<file path="src/rtl/neo_stream.sv">
// neo_stream: multi-channel streaming Nonlinear Energy Operator with spike detection.
// psi[n] = x[n-1]^2 - x[n]*x[n-2], computed per channel in a two-stage stalling
// pipeline. Each result is compared against a threshold and gated by a
// per-channel refractory counter.
module neo_stream #(
    parameter int N       = 16,
    parameter int C       = 4,
    parameter int REFRACT = 8,
    localparam int CW     = (C > 1) ? $clog2(C) : 1,
    localparam int RW     = ($clog2(REFRACT + 1) > 1) ? $clog2(REFRACT + 1) : 1
) (
    input  logic                  Clk,
    input  logic                  reset,
    input  logic                  in_valid,
    output logic                  in_ready,
    input  logic [N-1:0]          in_data,
    input  logic [CW-1:0]         in_ch,
    input  logic [2*N-1:0]        threshold,
    output logic                  out_valid,
    input  logic                  out_ready,
    output logic signed [2*N:0]   out_data,
    output logic [CW-1:0]         out_ch,
    output logic                  out_spike
);

    // Per-channel history, fill count and refractory counter
    logic signed [N-1:0]   h1_r [C];
    logic signed [N-1:0]   h2_r [C];
    logic [1:0]            f_r  [C];
    logic [RW-1:0]         r_r  [C];

    // Stage-1 registers
    logic                  s1_valid_r;
    logic [CW-1:0]         s1_ch_r;
    logic signed [2*N-1:0] s1_a2_r;
    logic signed [2*N-1:0] s1_bc_r;

    // Combinational helpers
    logic                  en_s;
    logic                  accept_s;
    logic                  ch_ok_s;
    logic                  warm_s;
    logic [31:0]           ch_idx_s;
    logic signed [2*N-1:0] h1_x_s;
    logic signed [2*N-1:0] h2_x_s;
    logic signed [2*N-1:0] x_x_s;
    logic signed [2*N-1:0] a2_s;
    logic signed [2*N-1:0] bc_s;
    logic signed [2*N:0]   psi_s;
    logic signed [2*N:0]   thr_s;
    logic [RW-1:0]         r_cur_s;
    logic                  spike_s;

    // The whole pipe moves together; it only freezes when a result is parked at the output
    assign en_s     = !out_valid || out_ready;
    assign in_ready = en_s && reset;
    assign accept_s = in_valid && in_ready;

    // Stage-1 operand selection and products from the pre-update history of the addressed channel
    always_comb begin
        ch_idx_s = 32'(in_ch);
        ch_ok_s  = (ch_idx_s < 32'(C));
        h1_x_s   = {(2*N){1'b0}};
        h2_x_s   = {(2*N){1'b0}};
        warm_s   = 1'b0;
        if (ch_ok_s) begin
            h1_x_s = {{N{h1_r[in_ch][N-1]}}, h1_r[in_ch]};
            h2_x_s = {{N{h2_r[in_ch][N-1]}}, h2_r[in_ch]};
            warm_s = (f_r[in_ch] == 2'd2);
        end else begin
            h1_x_s = {(2*N){1'b0}};
            h2_x_s = {(2*N){1'b0}};
            warm_s = 1'b0;
        end
        x_x_s = {{N{in_data[N-1]}}, in_data};
        a2_s  = h1_x_s * h1_x_s;
        bc_s  = x_x_s * h2_x_s;
    end

    // Stage-2 difference, threshold compare and refractory gating
    always_comb begin
        psi_s   = {s1_a2_r[2*N-1], s1_a2_r} - {s1_bc_r[2*N-1], s1_bc_r};
        thr_s   = {1'b0, threshold};
        r_cur_s = {RW{1'b0}};
        if (s1_valid_r) begin
            r_cur_s = r_r[s1_ch_r];
        end else begin
            r_cur_s = {RW{1'b0}};
        end
        spike_s = s1_valid_r && (psi_s > thr_s) && (r_cur_s == {RW{1'b0}});
    end

    // History shift on accept; out-of-range channels leave every channel untouched
    always_ff @(posedge Clk) begin
        if (!reset) begin
            for (int i = 0; i < C; i++) begin
                h1_r[i] <= {N{1'b0}};
                h2_r[i] <= {N{1'b0}};
                f_r[i]  <= 2'd0;
            end
        end else if (accept_s && ch_ok_s) begin
            h2_r[in_ch] <= h1_r[in_ch];
            h1_r[in_ch] <= in_data;
            if (f_r[in_ch] != 2'd2) begin
                f_r[in_ch] <= f_r[in_ch] + 2'd1;
            end
        end
    end

    // Refractory counters: reload on spike, otherwise count down on that channel's own results
    always_ff @(posedge Clk) begin
        if (!reset) begin
            for (int i = 0; i < C; i++) begin
                r_r[i] <= {RW{1'b0}};
            end
        end else if (en_s && s1_valid_r) begin
            if (spike_s) begin
                r_r[s1_ch_r] <= RW'(REFRACT);
            end else if (r_cur_s != {RW{1'b0}}) begin
                r_r[s1_ch_r] <= r_cur_s - RW'(1);
            end
        end
    end

    // Stage 1: register the two products; only warmed-up channels produce a result
    always_ff @(posedge Clk) begin
        if (!reset) begin
            s1_valid_r <= 1'b0;
            s1_ch_r    <= {CW{1'b0}};
            s1_a2_r    <= {(2*N){1'b0}};
            s1_bc_r    <= {(2*N){1'b0}};
        end else if (en_s) begin
            s1_valid_r <= accept_s && ch_ok_s && warm_s;
            s1_ch_r    <= in_ch;
            s1_a2_r    <= a2_s;
            s1_bc_r    <= bc_s;
        end
    end

    // Stage 2: registered outputs, held stable while the consumer stalls
    always_ff @(posedge Clk) begin
        if (!reset) begin
            out_valid <= 1'b0;
            out_data  <= {(2*N+1){1'b0}};
            out_ch    <= {CW{1'b0}};
            out_spike <= 1'b0;
        end else if (en_s) begin
            out_valid <= s1_valid_r;
            out_data  <= psi_s;
            out_ch    <= s1_ch_r;
            out_spike <= spike_s;
        end
    end

endmodule

</file>
<file path="config.mk">
export PLATFORM = sky130hd
export DESIGN_NAME = neo_stream
export DESIGN_NICKNAME = d
export VERILOG_FILES = /design/src/rtl/neo_stream.sv
export SDC_FILE = /design/constraint.sdc
export NUM_CORES = 2
export LEC_CHECK = 0
export BUFFER_PORTS_ARGS = -buffer_cell sky130_fd_sc_hd__buf_4
export CORE_ASPECT_RATIO = 0.6
export CORE_MARGIN = 5
export CORE_UTILIZATION = 50
export DETAILED_ROUTE_END_ITERATION = 6
export GPL_ROUTABILITY_DRIVEN = 0
export PLACE_DENSITY_LB_ADDON = 0.05
export SKIP_LAST_GASP = 1
export SLEW_MARGIN = 20
export SYNTH_ARGS = -nofsm -noshare
export SYNTH_HDL_FRONTEND = slang
export SYNTH_SLANG_ARGS = --single-unit
</file>
<file path="constraint.sdc">
create_clock -name Clk -period 9.3 [get_ports Clk]
set_clock_uncertainty 0.2 [all_clocks]
set_input_delay 1.86 -clock Clk [delete_from_list [all_inputs] [get_ports Clk]]
set_output_delay 1.86 -clock Clk [all_outputs]
set_load 0.03 [all_outputs]
</file>
Word level (Yosys, flattened, before mapping)
Memory sizes are Yosys's and may differ from the RTL's. A register that Yosys moved wholly into a read port is not among the register bits.
Index checks and enable logic that the tools add are counted.

word-level totals
  RAM bits = 152
  word-level logic and storage cells = 68
  latch bits = 0
  output and inout port bits = 38
  memories kept = 4
  bits in read-only memories = 0
  flip-flop bits (word level) = 104

memory list
  name  words  width  read ports  clocked after Yosys merged registers in  wr ports  line  text
  h1_r  4      16     1           0                                        4         27    logic signed [N-1:0] h1_r [C];
  h2_r  4      16     1           0                                        4         28    logic signed [N-1:0] h2_r [C];
  r_r   4      4      1           1                                        4         30    logic [RW-1:0] r_r [C];
  f_r   4      2      1           0                                        4         29    logic [1:0] f_r [C];

cells by class
  divide/modulo/power cells = 0
  eq/ne operators = 2
  shifts and indexed selects = 0
  reduce and logical (&&, ||, !) cells = 14
  muxes and demuxes = 33
  bitwise operators = 1
  magnitude comparators = 1
  add/sub/neg operators = 3
  multiply operators = 2

operators with widths
  cell                   count
  $mul A16 B16 Y32       2
  $gt A33 B33 Y1         1
  $sub A32 B32 Y33       1
  $mux W16               2
  $reduce_or A16 Y1      2
  $mux W1                21
  $mux W2                7
  $mux W4                3
  $logic_and A1 B1 Y1    6
  $logic_not A4 Y1       1
  $reduce_bool A4 Y1     1
  $reduce_or A4 Y1       1
  $sub A4 B1 Y4 const B  1
  $add A2 B1 Y2 const B  1
  $eq A2 B2 Y1 const B   1
  $ne A2 B2 Y1 const B   1
  $reduce_or A2 Y1       1
  $logic_not A1 Y1       1
  $logic_or A1 B1 Y1     1
  $or A1 B1 Y1           1

Depth between registers and ports, before layout
  depth after elaboration = 11
  mapped depth = 33
  gate-level depth less buffers = 28

Worst setup path before layout
OpenSTA, ideal clock, no wires.

  kind = input port to flip-flop
  start point = in in_ch[0]
  end point = reg s1_a2_r[30]
  data required time = 8.973 ns
  data arrival time = 8.982 ns
  path slack = -0.009 ns
  buffers on the path = 5
  library setup time = 0.127 ns
  stages = 28
  cells stage by stage = clkbuf_1 clkbuf_1 mux2_2 o21ai_0 clkbuf_1 clkbuf_1 nor2_1 fa_1 inv_1 fa_1 inv_1 fa_1 fa_1 fa_1 inv_1 fa_1 inv_1 ha_1 buf_2 a21oi_2 a21oi_1 o41a_1 or3b_1 o21ai_2 o21ai_1 a311oi_2 xor2_1 o21ai_1

between the ends
  longest elaborated chain between the ends = 2

RTL lines
  element               line  text
  start, declared       17    input logic [CW-1:0] in_ch,
  $mem_v2 Z4 W16        --
  $mul A16 B16 Y32      76    a2_s = h1_x_s * h1_x_s;
  end signal, assigned  130   s1_a2_r <= {(2*N){1'b0}};
  end signal, assigned  135   s1_a2_r <= a2_s;
  end, declared         35    logic signed [2*N-1:0] s1_a2_r;

Every way passes these cells.
A chain may end at the register's enable or synchronous reset.

Worst setup path in the final report
  start point = in in_ch[0]
  end point = reg s1_a2_r[31]

The elaborated chain is that of the path after synthesis.

==> metrics.yaml <==
worst_setup_path:
  crit_path_start_kind: "input port"
  worst_path_largest_cell_delay_ps: 620
  critPathArrivalTime_ps: 9070
  crit_fanout: 13
  critical_path.top_delay_family: "adder cells"
  crit_path_top_delay_cell: "fa_1"
  endpoint_kind: "register"
  criticalPathCategory: "input port to register"
  worst-path-buf-inv: 9
  required_ps: 9530
drt:
  drt_iter0_markers: 1845
  antenna_left: 0
  post_drt_wl_per_cell_microns: 20.9
  drc: 0
  via_count: 22732
  routed_via_density: 5.38
  wirelength_mm: 88.1
  drt_pass1_iterations: 6
clock_network:
  cts_buffers: 25
  cts_tree: "yes"
  hold_buffers: 0
  htree_levels: 1
  ctsResizeCount: 0
  clockBufferDepth: 3
  clk_pin_slew_ps: 70
  cts_setup_buffers: 0
  cts_root_buf: "clkbuf_16"
  clk_latency_ps: 570
  cts_num_sinks: 257
final_layout:
  synthToLayoutAreaGrowth_pct: 8.82
  nets: 4163
  final_area_sq_um: 34000
  drive_above_1_share: 0.0857
synth:
  ys_warn_count: 0
  synthTopCellsByArea: "fa_1, edfxtp_1, ha_1"
  netlist_area_sq_um: 31200
  synth-seq-area-share: 0.214
  synthFlopType: "edfxtp_1"
  synth_common_cells: "inv_1, fa_1, nand2_1"
  synth.distinct_cells: 74
  synthesis.nets: 4100
  yosys.area.top_type_share: 0.321
  synth_most_common_cell: "inv_1"
  synth_edf_count: 152
  synth_seq_cells: 257
  synthCells: 3314
  avgSynthCellArea_sq_um: 9.41
  synth-async-reset-ratio: 0
  synth_area_leader_cell: "fa_1"
job:
  cap_violations: 0
place:
  io_buffers: 91
  dpl.hpwl_mm: 71.3
  placed_cell_area_sq_um: 33100
sta:
  timing.slew.headroom: 0.291
  hold_ws_ps: 247
  drv_slew: 0
  hold_violations: 0
  rsz0062_at_grt: "false"
  tightest_slew_ps: 1060
  final-setup-viol-count: 0
  fmax_mhz: 113
  fin_crit_ps: 8840
  fin_crit_sh: 0.950
global_route:
  grt.overflow.total: 0
  grt.total_usage: 0.267
  grt_pass1_vias: 23837
  antenna_found_initial: 1
  grt_pass1_wl_mm: 141
  grt_max_degree: 85
floorplan:
  row_count: 70
  die_area_sq_um: 67700
  dieWidth_microns: 332
  start_util: 0.509
  io_pins: 92
  coreArea_sq_um: 61300
  die_y_microns: 204
hold_path:
  hp-class: "register to register"
outcome:
  outcome: "complete, no violations"
per-stage QoR:
stage          instances  utilization  TNS [ps]  setup WS (ps)
2_1_floorplan       3314            -         0            120
3_3_place_gp        4178        0.540         0           54.1
3_5_place_dp        4178        0.540     -55.6          -55.6
4_1_cts             4223        0.554         0            488
5_1_grt             4223        0.554         0           13.9
6_report            4224        0.554         0            463
worst paths after layout:
check / slack [ps] / start / end / cells after the start
setup reg to reg: 1840 / h1_r[1][2]$_SDFFCE_PN0P_ / s1_a2_r[30]$_SDFFE_PN0N_ / 24
setup / recovery: 460 / in_ch[0] / s1_a2_r[31]$_SDFFE_PN0N_ / 29
hold / removal: 250 / s1_bc_r[28]$_SDFFE_PN0N_ / s1_bc_r[28]$_SDFFE_PN0N_ / 2
hold reg to reg: 250 / s1_bc_r[28]$_SDFFE_PN0N_ / s1_bc_r[28]$_SDFFE_PN0N_ / 2
cells in the final DEF, fill, tap and decap left out, types with 32 or more instances in the layout:
master      n
inv_1     696
buf_4     171
and3_1     41
dfxtp_1   105
edfxtp_1  152
a21oi_1   143
nor2_1    207
and2_1    128
o21ai_1    39
xnor2_1    76
fa_1      501
nor3_1     32
o21ai_0    45
ha_1      231
nand2_1   422
a21o_1     46
state kept, by name, summed over array words and instances, names as in the netlist, named ones only:
name	flops
s1_bc_r	32
out_data	33
out_valid	1
out_ch	2
out_spike	1
s1_ch_r	2
h2_r	64
f_r	8
h1_r	64
s1_a2_r	31
s1_valid_r	1
r_r	16
worst register-to-register path, cell delays in order (launching register included):
cell and delay, ps:
edfxtp_1 350, mux2_2 260, o21ai_1 280, clkinv_1 290, nand2_1 180, inv_1 70, fa_1 540, buf_4 190
fa_1 580, inv_1 130, fa_1 490, fa_1 530, fa_1 500, inv_1 50, fa_1 440, ha_1 360
nand3_1 160, a21oi_1 70, o41a_1 380, or3b_1 370, o21ai_2 190, o21ai_1 160, a311oi_2 330, xor2_1 170
o21ai_1 70
per-layer routing:
metal  part of all wire  global-route usage
met1               0.49               0.429
met2               0.39               0.365
met3               0.10              0.0754
met4              0.012              0.0320
met5           0.000091                   0
logic make-up after synthesis:
logic type,Yosys count,share of synthesized area
compound gates,400,0.0812
buf+inv,844,0.102
flops,257,0.214
xor+xnor,96,0.0269
mux,55,0.0267
fa+ha+maj,732,0.414
simple gates,930,0.135
layout make-up:
cell class | instances | area [sq um]
clock inverters | 17 | 186
diodes | 1 | 2.50
well taps | 828 | 1040
fillers | 5567 | 27400
multi-input cells | 2213 | 21400
repair buffers | 176 | 1380
inverters | 704 | 2640
clock buffers | 28 | 641
flip-flops and latches | 257 | 6670
Power is left out: the tool's default activity adds up to more than one toggle a clock period on the data nets, which glitch-free logic cannot reach.
